<file path="src/rtl/breakout_btn_events.sv">
// Breakout button event generator: debounced left/right/start levels to one-cycle game events.
// Optional macro BTN_ACCEL_EN: halves the auto-repeat interval after 8 repeat pulses while held.

module breakout_btn_dir #(
  parameter int REPEAT_DELAY = 500000,
  parameter int REPEAT_RATE  = 100000,
  parameter int CNT_W        = 20
) (
  input  logic clk,
  input  logic reset,
  input  logic level,
  output logic fire,
  output logic held
);

  // state  | meaning
  // IDLE   | button released, waiting for a rising edge
  // DELAY  | press pulse sent, counting down to the first auto-repeat
  // REPEAT | auto-repeating every REPEAT_RATE cycles (or faster with acceleration)
  typedef enum logic [1:0] {
    IDLE   = 2'd0,
    DELAY  = 2'd1,
    REPEAT = 2'd2
  } state_t;

  localparam logic [CNT_W-1:0] DELAY_TC = CNT_W'(REPEAT_DELAY - 1);
  localparam logic [CNT_W-1:0] RATE_TC  = CNT_W'(REPEAT_RATE - 1);

  state_t           state, state_nxt;
  logic             prev;
  logic [CNT_W-1:0] cnt, cnt_nxt;
  logic [CNT_W-1:0] interval_tc;

`ifdef BTN_ACCEL_EN
  localparam int               FAST_RATE = (REPEAT_RATE / 2 < 1) ? 1 : REPEAT_RATE / 2;
  localparam logic [CNT_W-1:0] FAST_TC   = CNT_W'(FAST_RATE - 1);

  // Counts pulses fired from REPEAT only; the first repeat comes out of DELAY,
  // so saturation at 7 means eight repeat pulses have been delivered.
  logic [2:0] rep_cnt, rep_cnt_nxt;

  assign interval_tc = (rep_cnt == 3'd7) ? FAST_TC : RATE_TC;

  always_ff @(posedge clk or negedge reset) begin
    if (!reset) rep_cnt <= 3'd0;
    else        rep_cnt <= rep_cnt_nxt;
  end
`else
  assign interval_tc = RATE_TC;
`endif

  always_ff @(posedge clk or negedge reset) begin
    if (!reset) begin
      state <= IDLE;
      cnt   <= '0;
      prev  <= 1'b0;
      held  <= 1'b0;
    end else begin
      state <= state_nxt;
      cnt   <= cnt_nxt;
      prev  <= level;
      held  <= (state_nxt != IDLE);
    end
  end

  always_comb begin
    state_nxt = state;
    cnt_nxt   = cnt;
    fire      = 1'b0;
`ifdef BTN_ACCEL_EN
    rep_cnt_nxt = rep_cnt;
`endif
    case (state)
      IDLE: begin
        cnt_nxt = '0;
`ifdef BTN_ACCEL_EN
        rep_cnt_nxt = 3'd0;
`endif
        if (level && !prev) begin
          fire      = 1'b1;
          state_nxt = DELAY;
        end
      end
      DELAY: begin
        if (!level) begin
          state_nxt = IDLE;
          cnt_nxt   = '0;
        end else if (cnt == DELAY_TC) begin
          fire      = 1'b1;
          cnt_nxt   = '0;
          state_nxt = REPEAT;
        end else begin
          cnt_nxt = cnt + CNT_W'(1);
        end
      end
      REPEAT: begin
        // Release takes priority over a repeat due on the same cycle.
        if (!level) begin
          state_nxt = IDLE;
          cnt_nxt   = '0;
        end else if (cnt == interval_tc) begin
          fire    = 1'b1;
          cnt_nxt = '0;
`ifdef BTN_ACCEL_EN
          if (rep_cnt != 3'd7) rep_cnt_nxt = rep_cnt + 3'd1;
`endif
        end else begin
          cnt_nxt = cnt + CNT_W'(1);
        end
      end
      default: begin
        state_nxt = IDLE;
        cnt_nxt   = '0;
      end
    endcase
  end

endmodule

module breakout_btn_events #(
  parameter int REPEAT_DELAY = 500000,
  parameter int REPEAT_RATE  = 100000,
  parameter int CNT_W        = 20
) (
  input  logic clk,
  input  logic reset,
  input  logic left_in,
  input  logic right_in,
  input  logic start_in,
  output logic left_step,
  output logic right_step,
  output logic start_pulse,
  output logic left_held,
  output logic right_held
);

  logic left_fire;
  logic right_fire;
  logic start_prev;

  breakout_btn_dir #(
    .REPEAT_DELAY(REPEAT_DELAY),
    .REPEAT_RATE (REPEAT_RATE),
    .CNT_W       (CNT_W)
  ) u_left (
    .clk  (clk),
    .reset(reset),
    .level(left_in),
    .fire (left_fire),
    .held (left_held)
  );

  breakout_btn_dir #(
    .REPEAT_DELAY(REPEAT_DELAY),
    .REPEAT_RATE (REPEAT_RATE),
    .CNT_W       (CNT_W)
  ) u_right (
    .clk  (clk),
    .reset(reset),
    .level(right_in),
    .fire (right_fire),
    .held (right_held)
  );

  // Simultaneous left and right steps cancel; the FSMs keep their schedules.
  always_ff @(posedge clk or negedge reset) begin
    if (!reset) begin
      left_step   <= 1'b0;
      right_step  <= 1'b0;
      start_pulse <= 1'b0;
      start_prev  <= 1'b0;
    end else begin
      left_step   <= left_fire & ~right_fire;
      right_step  <= right_fire & ~left_fire;
      start_pulse <= start_in & ~start_prev;
      start_prev  <= start_in;
    end
  end

endmodule

</file>
<file path="config.mk">
export PLATFORM = sky130hd
export DESIGN_NAME = breakout_btn_events
export DESIGN_NICKNAME = d
export VERILOG_FILES = /design/src/rtl/breakout_btn_events.sv
export SDC_FILE = /design/constraint.sdc
export NUM_CORES = 1
export LEC_CHECK = 0
export BUFFER_PORTS_ARGS = -buffer_cell sky130_fd_sc_hd__buf_2
export CORE_ASPECT_RATIO = 0.75
export CORE_MARGIN = 5
export CORE_UTILIZATION = 45
export DETAILED_ROUTE_END_ITERATION = 8
export PLACE_DENSITY = 0.57
export RECOVER_POWER = 100
export SETUP_SLACK_MARGIN = 0.05
export SLEW_MARGIN = 20
export SYNTH_ARGS = -nofsm -noshare
export SYNTH_HDL_FRONTEND = slang
export SYNTH_SLANG_ARGS = --single-unit
</file>
<file path="constraint.sdc">
create_clock -name clk -period 2.4 [get_ports clk]
set_input_delay 0.36 -clock clk [delete_from_list [all_inputs] [get_ports clk]]
set_output_delay 0.36 -clock clk [all_outputs]
set_load 0.01 [all_outputs]
</file>
==> impl_results.md, run 1 <==
* Status: finished, violations left
* Failing checks: capacitance limit, slew limit
* First-pass GRT wire length at 10500 um
* IO buf count at 9
* Initial DRC Count at 85
* WP buf/inv at 1
* Fraction of layout cells with a size suffix above 1 at 6.47%
* Crit. Startpoint: u_right.cnt[0]
* Cells after Synth at 298
* Vias in the first global route at 2196
* Clock Sinks at 52
* Pin count of the biggest net entering global routing at 37
* Post-Place Cell Area at 3020 um^2
* Setup crit start kind: register
* Post CTS Setup Buffer Count at 0
* Crit path arrival time at 2.30 ns
* CTS Hold Buffers Added at 0
* Power per standard cell area at 600 nW/um^2
* Min-delay src: start_in
* Worst EP required at 2.57 ns
* Relative slew slack at -24.9%
* Max Buffers Root-to-Sink at 2
* Vias per inst at 5.80
* Yosys warning total at 0
* Row count at 25
* Routed wire length at 5800 um
* GRT overflow at 0
* Filler Cell Count at 614
* Final Skew at 0.00695 ns
* Final setup vio count at 0
* Pre-CTS setup slack at 0.334 ns
* Tcrit/Tclk final at 88.9%
* Top FF cell, synth: dfrtp_1
* Final Cell Area at 3100 um^2
* Commonest non-fill, non-tap cells in the layout: dfrtp_1 (52), a21oi_1 (28), nand2_1 (21)
* Root buf cell: clkbuf_8
* Core area at 6260 um^2
* Power, Total at 1.86 mW
* Area growth syn-to-layout at 7.70%
* Post-CTS sizing at 0
* Crit-path leading delay family: compound AO/OA/AOI/OAI gates
* DP HPWL at 4120 um
* Kind of critical path: reg -> reg
* GP Congestion at 0.769
* Slew Viols, Final at 37
* Flop and latch count out of synthesis at 52
* Worst path slowest cell: dfrtp_1
* Net Count, Synth at 313
* Initial antenna violation count at 0
* Die height at 79.2 um
* VDD IR max at 0.316 mV
* Gr usage total at 15.9%
* Final net count at 323
* Max incr delay on CP at 0.42 ns
* RSZ-0062 raised after global routing: false
* Fmax at 469 MHz
* Clk slew on worst S/H paths at 0.09 ns
* Routed WL per cell at 14.9 um
* MaxCap Viol Count at 1
* Placed Cells at 382
* Worst slew pin tran at 1.87 ns
* Diodes inserted at 0
* Worst path cell trace: ha_1 -> and4_1 -> nand3_1 -> o31ai_2 -> buf_4 -> a21boi_0
* Drt drc at 0
* Fin crit period at 2.13 ns
* Min setup slack post-route at 0.266 ns
* Die W at 102 um
* Ports at 10
* Worst-path fanout max at 16
* Ys async rst share at 100%
* Non-Filler Instances at 390
* Crit Reg-Reg Startpoint: u_right.cnt[0]
* Die Area at 8110 um^2
* Routed via count at 2263
* Drt pass-1 iters at 4
* Initial cell density of the core at 46.0%
* Post-layout util at 49.5%
* TritonCTS Buffers at 5
* CTS tree: yes
* Synth unique cells at 44
* Pleak at 1.17 nW
* Remaining antenna violation count at 0
* Worst Hold Class: in -> reg
* Final hold vios at 0
* Kind of end point of the critical path: register
* Latest clock arrival within the worst-skew pair at 0.30 ns
* EDFF count, synth at 0
* Smallest hold slack at 0.176 ns
* Post-synthesis sequential area ratio at 45.2%
* Final setup TNS at 0 ns
* Syn_area_per_cell at 9.65 um^2
* Mapped Area at 2880 um^2
* H-tree depth at 2
* Most common cell after layout, fill and taps aside: dfrtp_1
## Yosys cell counts (2+ instances only)
library cell	instances	area share, %
nor2_1	10	1.3
dfrtp_1	52	45
a21oi_1	28	4.9
nor4bb_1	2	0.70
o21ai_0	16	2.8
o31ai_1	2	0.52
nor2b_1	3	0.65
nand3_1	17	3.0
nand4b_1	4	1.2
a22oi_1	10	2.6
and4_1	3	0.91
nor4_1	10	2.2
clkbuf_1	6	0.78
and3_1	2	0.43
nor4b_1	2	0.61
nand4_1	7	1.5
nand4_2	3	1.3
a211o_1	2	0.61
o2111ai_1	2	0.61
xnor2_1	18	5.5
a21boi_0	2	0.52
nor3_1	10	1.7
nand2_1	21	2.7
o31a_1	2	0.61
or4_4	2	0.78
ha_1	10	4.3
o211a_1	2	0.70
o22ai_1	2	0.43
or3_1	10	2.2
buf_2	4	0.70
a21o_1	2	0.52
clkbuf_2	2	0.35
xor2_1	8	2.4
inv_1	12	1.6
## per-layer routing
layer	routed length [um]	part of all wire, %	track usage [%]	vias up
met1	3230	56	24.7	1106
met2	2310	40	22.6	30
met4	51	0.88	3.93	0
met3	213	3.7	2.90	7
met5	0	0	0	-
li1	-	-	-	1120
## layout make-up
type	instances	area, um^2	share of cell area, %
Sequential cell	52	1300	42.0
Multi-Input combinational cell	222	1470	47.5
Inverter	12	45.0	1.45
Timing Repair Buffer	15	70.1	2.26
Tap cell	81	101	3.27
Clock inverter	2	35.0	1.13
Clock buffer	6	72.6	2.34
## flip-flops by register name, summed over array words and instances, names as in the netlist
register,count
u_right.prev,1
u_right.cnt,20
u_left.state,2
right_step,1
start_pulse,1
u_left.held,1
u_left.prev,1
u_left.cnt,20
u_right.held,1
start_prev,1
u_right.state,2
left_step,1
## path summary, 6_finish.rpt
path | end | slack (ns) | cells past startpoint
setup / recovery | u_right.cnt[1] | 0.27 | 6
hold / removal | start_prev | 0.18 | 1
setup reg to reg | u_right.cnt[1] | 0.27 | 6
hold reg to reg | start_pulse | 0.40 | 1
max in group asynchronous | u_right.cnt[10] | 0.71 | 2
min in group asynchronous | u_left.cnt[14] | 0.56 | 1
## power breakdown
part	internal, mW	switching [mW]	leakage (nW)
Sequential	0.922	0.0364	0.711
Clock	0.310	0.274	0.0552
Combinational	0.126	0.192	0.400
## cells by family after synthesis
logic type | count (synthesis) | share of synthesized area, %
xor gates and xnor gates | 26 | 7.92
and+or+nand+nor | 114 | 23.7
buffers and inverters | 24 | 3.39
adders and majority gates | 10 | 4.35
DFF | 52 | 45.2
AOI/OAI and AO/OA | 72 | 15.4
Note: power is estimated with default switching activity, not from simulation.
==> run 2, diff against run 1 <==
--- a/config.mk
+++ b/config.mk
@@ -5,10 +5,12 @@
 export SDC_FILE = /design/constraint.sdc
 export NUM_CORES = 1
 export LEC_CHECK = 0
+export ABC_AREA = 1
 export BUFFER_PORTS_ARGS = -buffer_cell sky130_fd_sc_hd__buf_2
 export CORE_ASPECT_RATIO = 0.75
 export CORE_MARGIN = 5
 export CORE_UTILIZATION = 45
+export CTS_CLUSTER_SIZE = 10
 export DETAILED_ROUTE_END_ITERATION = 8
 export PLACE_DENSITY = 0.57
 export RECOVER_POWER = 100
==> impl_results.md, run 2 <==
* Final setup TNS at 0 ns (unchanged)
* Commonest non-fill, non-tap cells in the layout: nand2_1 (85), nor2_1 (59), inv_1 (54)
* IO buf count at 9 (unchanged)
* Vias in the first global route at 2366 (+7.7%)
* Initial cell density of the core at 45.6% (-0.42 points)
* Gr usage total at 16.9% (+1.0 points)
* Post CTS Setup Buffer Count at 0 (unchanged)
* Power per standard cell area at 553 nW/um^2 (-7.8%)
* Synth top area share at 42.6% (-2.6 points)
* Most common cell in the netlist: nand2_1
* H-tree depth at 2 (unchanged)
* Final net count at 421 (+30%)
* Drt pass-1 iters at 4 (unchanged)
* Relative slew slack at 5.55% (+30 points)
* Hold path cells at 1 (unchanged)
* Mapped Area at 3050 um^2 (+6.1%)
* R2R setup slack at 0.58 ns (+0.31 ns)
* First-pass GRT wire length at 11600 um (+10%)
* Syn_area_per_cell at 7.71 um^2 (-20%)
* Yosys warning total at 0 (unchanged)
* DP HPWL at 4880 um (+18%)
* Top cells by area, synth: dfrtp_1 (43%), nand2_1 (10%), nor2_1 (7.3%), inv_1 (6.6%), a21oi_1 (4.4%)
* Initial antenna violation count at 0 (unchanged)
* Net Count, Synth at 411 (+31%)
* Worst-path fanout max at 17 (+1)
* Worst R2R Path Depth at 6 (unchanged)
* Pin count of the biggest net entering global routing at 28 (-24%)
* GP Congestion at 0.952 (+24%)
* Max Buffers Root-to-Sink at 2 (unchanged)
* Slew Viols, Final at 0 (-100%)
* Pleak at 1.43 nW (+23%)
* Regs by FF count: u_left.cnt: 20 flops, u_right.cnt: 20 flops
* Setup crit start kind: register
* Area growth syn-to-layout at 5.08%
* Fmax at 549 MHz (+17%)
* Cells after Synth at 396 (+33%)
* Post-CTS sizing at 0 (unchanged)
* Final hold vios at 0 (unchanged)
* Kind of end point of the critical path: register
* Root buf cell: clkbuf_8
* RSZ-0062 raised after global routing: false
* Seq pwr share at 53.2% (+1.7 points)
* Synth unique cells at 34 (-23%)
* Routed via count at 2467 (+9.0%)
* MaxCap Viol Count at 0 (-1)
* Sw Pwr at 0.552 mW (+10%)
* Post-synth top cells: nand2_1 (83), nor2_1 (59), inv_1 (54), dfrtp_1 (52), a21oi_1 (27)
* Crit path arrival time at 2.05 ns (-0.25 ns)
* Diodes inserted at 0 (unchanged)
* Reg2reg end: u_left.cnt[2]
* Initial DRC Count at 166 (+95%)
* Latest clock arrival within the worst-skew pair at 0.32 ns (+0.02 ns)
* EDFF count, synth at 0 (unchanged)
* Ports at 10 (unchanged)
* Final setup vio count at 0 (unchanged)
* Worst Hold Class: in -> reg
* Post-synthesis sequential area ratio at 42.6% (-2.6 points)
* Remaining antenna violation count at 0 (unchanged)
* Core area at 6700 um^2 (+7.1%)
* Comb pwr share at 16.8% (-0.3 points)
* Fraction of layout cells with a size suffix above 1 at 5.65% (-0.82 points)
* Clock Sinks at 52 (unchanged)
* Most common cell after layout, fill and taps aside: nand2_1
* GRT overflow at 0 (unchanged)
* Ys async rst share at 100% (unchanged)
* Leading area contributor after synthesis: dfrtp_1
* Fin crit period at 1.82 ns (-0.312 ns)
* Flop and latch count out of synthesis at 52 (unchanged)
* Net Sw Frac at 31.1% (+4.1 points)
* VDD IR max at 0.240 mV (-24%)
* Worst EP required at 2.62 ns (+0.05 ns)
* Clk slew on worst S/H paths at 0.10 ns (about the same)
* Clock network fraction of total power at 30.0% (-1.4 points)
* Die W at 105 um (+2.7%)
* CTS Hold Buffers Added at 0 (unchanged)
* Vias per inst at 5.02 (-13%)
* Hold Path Sink: start_prev
* Die height at 81.3 um (+2.6%)
* Min-delay src: start_in
* Tcrit/Tclk final at 75.9% (-13 points)
* Post-layout util at 47.9% (-1.6 points)
* Crit Reg-Reg Startpoint: u_left.cnt[0]
* TritonCTS Buffers at 5 (unchanged)
* Top FF cell, synth: dfrtp_1
* Routed WL per cell at 13.3 um (-10%)
* Drt drc at 0 (unchanged)
* Filler Cell Count at 669 (+9.0%)
* Final Skew at 0.0129 ns (+0.00596 ns)
* Worst slew pin tran at 1.42 ns (-0.457 ns)
* Kind of critical path: reg -> reg
* Row count at 26 (+4.0%)
* Status: completed
* Routed wire length at 6550 um (+13%)
* Pint at 1.22 mW (-9.9%)
* Die Area at 8550 um^2 (+5.4%)
* CTS tree: yes
run 2: critical path, stage by stage, from the launching register on:
cell and delay (ns):
dfrtp_1 0.43, ha_1 0.25, nand3_1 0.21, nor2_1 0.08, nand3_1 0.15, nand3_2 0.32
a21oi_1 0.29
run 2: area by class of cell:
type                       count  area [um^2]  area share, %
multi-input combinational    281         1460           45.5
sequential                    52         1300           40.6
inverter                      56          210           6.55
tap                           84          105           3.28
clock buffer                   5         68.8           2.15
timing repair buffer          10         38.8           1.21
clock inverter                 3         23.8          0.741
run 2: cells by family (layout without fill, tap and decap cells):
logic type	after synthesis	after routing	synth area share, %
buffers and inverters	63	74	8.69
flip-flops	52	52	42.6
AO/OA/AOI/OAI	41	41	7.38
AND/OR/NAND/NOR	213	213	32.3
XOR/XNOR	17	17	4.88
adder cells (fa/ha/maj)	10	10	4.10
run 2: per-layer routing:
metal | vias to the layer above | share of wire [%] | global-route usage [%]
li1 | 1289 | - | -
met1 | 1140 | 57 | 26.5
met2 | 33 | 38 | 23.6
met3 | 5 | 3.9 | 3.26
met4 | 0 | 0.78 | 4.47
met5 | - | 0 | 0
run 2: through the flow:
| step | std cells | instance area [um^2] | hold slack [ns] | setup slack (ns) | total power, mW |
|---|---|---|---|---|---|
| 2_1_floorplan | 396 | 3050 | 0.0644 | 0.958 | 1.18 |
| 3_3_place_gp | 483 | 3170 | 0.383 | 0.694 | 1.28 |
| 3_5_place_dp | 483 | 3170 | 0.389 | 0.654 | 1.28 |
| 4_1_cts | 491 | 3260 | 0.0700 | 0.597 | 1.81 |
| 5_1_grt | 491 | 3210 | 0.165 | 0.235 | 1.89 |
| 6_report | 491 | 3210 | 0.171 | 0.578 | 1.77 |
run 2: worst max path at each step:
stage | start | end | slack (ns) | depth (start not counted)
2_1_floorplan | u_right.cnt[0] | u_right.cnt[16] | 0.96 | 9
3_3_place_gp | u_right.cnt[0] | u_right.cnt[17] | 0.69 | 10
3_5_place_dp | u_left.state[1] | u_left.cnt[2] | 0.65 | 6
4_1_cts | u_left.state[1] | u_left.cnt[2] | 0.60 | 6
5_1_grt | reset | u_left.cnt[0] | 0.24 | 2
6_report | u_left.cnt[0] | u_left.cnt[2] | 0.58 | 6
run 2: power by group through the flow:
stage | clock network, mW | registers [mW] | logic (mW)
after floorplan | 0 | 0.969 | 0.216
after global placement | 0 | 0.960 | 0.317
after detailed placement | 0 | 0.961 | 0.317
after CTS | 0.549 | 0.943 | 0.319
after global routing | 0.590 | 0.950 | 0.354
final | 0.532 | 0.944 | 0.299
==> run 3, diff against run 2 <==
==> constraint.sdc (replaced) <==
create_clock -name clk -period 1.85 [get_ports clk]
set_input_delay 0.2775 -clock clk [delete_from_list [all_inputs] [get_ports clk]]
set_output_delay 0.2775 -clock clk [all_outputs]
set_load 0.01 [all_outputs]
==> impl_results.md, run 3 (synthesis results as in run 2) <==
* Core area at 6700 um^2 (unchanged)
* Final net count at 432 (+2.6%)
* Drt pass-1 iters at 4 (unchanged)
* Kind of critical path: reg -> reg
* Routed wire length at 6530 um (-0.31%)
* Vias per inst at 4.99 (-0.61%)
* Clock Sinks at 52 (unchanged)
* IO buf count at 9 (unchanged)
* Placed Cells at 490 (+1.4%)
* Die height at 81.3 um (unchanged)
* Max Buffers Root-to-Sink at 2 (unchanged)
* Tcrit/Tclk final at 91.0% (+15 points)
* Worst path cell trace: ha_1 -> nand3_1 -> nor2_1 -> nand3_1 -> nand2_1 -> nand2_2 -> nand2_8 -> buf_4 -> nor3_1
* Power, Total at 2.43 mW (+37%)
* Die W at 105 um (unchanged)
* Die Area at 8550 um^2 (unchanged)
* Most common cell after layout, fill and taps aside: nand2_1
* CTS tree: yes
* RSZ-0062 raised after global routing: false
* Vias in the first global route at 2391 (+1.1%)
* Crit path arrival time at 1.90 ns (-0.15 ns)
* Most used cell, CP: nand3_1
* Worst-path fanout max at 13 (-4)
* Gr usage total at 16.7% (-0.25 points)
* Final setup vio count at 0 (unchanged)
* Met3 wire len at 466 um (+83%)
* DP HPWL at 4820 um (-1.1%)
* Pin count of the biggest net entering global routing at 53 (+89%)
* Fin crit period at 1.68 ns (-0.139 ns)
* Final Cell Area at 3340 um^2 (+4.1%)
* MaxCap Viol Count at 0 (unchanged)
* Diodes inserted at 0 (unchanged)
* Met1 WL at 3580 um (-4.4%)
* Power per standard cell area at 727 nW/um^2 (+31%)
* Worst path slowest cell: dfrtp_1
* Row count at 26 (unchanged)
* Routed via count at 2507 (+1.6%)
* Remaining antenna violation count at 0 (unchanged)
* Worst EP required at 2.07 ns (-0.55 ns)
* H-tree depth at 2 (unchanged)
* Initial antenna violation count at 0 (unchanged)
* Pleak at 1.51 nW (+5.2%)
* Top sig layer: met4
* Drt drc at 0 (unchanged)
* Routed WL per cell at 13.0 um (-2.5%)
* GRT overflow at 0 (unchanged)
* Relative slew slack at 52.2% (+47 points)
* Clk slew on worst S/H paths at 0.09 ns (about the same)
* Worst Hold Class: in -> reg
* GP Congestion at 0.940 (-1.3%)
* Initial cell density of the core at 45.6% (unchanged)
* Latest clock arrival within the worst-skew pair at 0.30 ns (-0.02 ns)
* Final hold vios at 0 (unchanged)
* Commonest non-fill, non-tap cells in the layout: nand2_1 (84), nor2_1 (59), inv_1 (54)
* Slew Viols, Final at 0 (unchanged)
* Final Skew at 0.00914 ns (-0.00377 ns)
* Post-Place Cell Area at 3220 um^2 (+1.7%)
* Status: completed
* VDD IR max at 0.350 mV (+45%)
* Root buf cell: clkbuf_8
* Fmax at 594 MHz (+8.3%)
* Worst slew pin tran at 0.718 ns (-0.699 ns)
* Non-Filler Instances at 502 (+2.2%)
* Setup crit start kind: register
* Ports at 10 (unchanged)
* Final setup TNS at 0 ns (unchanged)
* Regs by FF count: u_left.cnt: 20 flops, u_right.cnt: 20 flops
* TritonCTS Buffers at 5 (unchanged)
* Kind of end point of the critical path: register
* WL met2 at 2420 um (-2.7%)
* Max incr delay on CP at 0.41 ns (-0.02 ns)
* Fraction of layout cells with a size suffix above 1 at 9.09% (+3.4 points)
* Initial DRC Count at 178 (+7.2%)
* Area growth syn-to-layout at 9.43%
* First-pass GRT wire length at 11600 um (-0.24%)
[run 3: stage by stage]
step / setup slack [ns] / hold WS, ns / utilization [%]
6_report: 0.167 / 0.0992 / 49.9
5_1_grt: 0.0309 / 0.0834 / 49.9
4_1_cts: 0.148 / 0.0840 / 49.8
3_5_place_dp: 0.175 / 0.295 / 48.1
3_3_place_gp: 0.215 / 0.297 / 48.1
2_1_floorplan: 0.408 / -0.0181 / -
[run 3: layer usage]
layer / up-vias / track usage [%]
li1: 1304 / -
met1: 1121 / 26.4
met2: 75 / 22.8
met3: 7 / 3.49
met4: 0 / 4.09
met5: - / 0
[run 3: what timing repair did]
action	in CTS	in global routing
hold buffers	1	0
setup endpoints to repair	0	5
gates resized for setup	0	3
endpoints found under the hold margin	52	0
setup buffers	0	3
[run 3: layout make-up]
| cell class | instances | area (um^2) |
|---|---|---|
| tap | 84 | 105 |
| fill | 673 | 3360 |
| clock buffer | 6 | 72.6 |
| sequential | 52 | 1300 |
| timing repair buffer | 21 | 129 |
| multi-input combinational | 281 | 1490 |
| inverter | 56 | 210 |
| clock inverter | 2 | 35.0 |
[run 3: final timing paths]
| check | startpoint | end | slack [ns] | cells past startpoint |
|---|---|---|---|---|
| worst max-delay path | u_right.cnt[0] | u_right.cnt[7] | 0.17 | 9 |
| worst min-delay path | start_in | start_prev | 0.1 | 1 |
| worst max register to register | u_right.cnt[0] | u_right.cnt[7] | 0.17 | 9 |
| worst min register to register | start_prev | start_pulse | 0.40 | 1 |
| max in group asynchronous | reset | u_left.cnt[19] | 0.69 | 3 |
| min in group asynchronous | reset | u_left.cnt[14] | 0.68 | 3 |
[run 3: worst max-delay path: cells and delay by family, from the launching register on]
kind | cells | cell delay, ns
adders and majority gates | 1 | 0.23
buffers and inverters | 1 | 0.17
DFF | 1 | 0.41
and+or+nand+nor | 7 | 0.80
[run 3: power breakdown]
part           switching [mW]  internal, mW
logic                   0.289         0.144
clock network           0.369         0.402
registers              0.0307          1.19
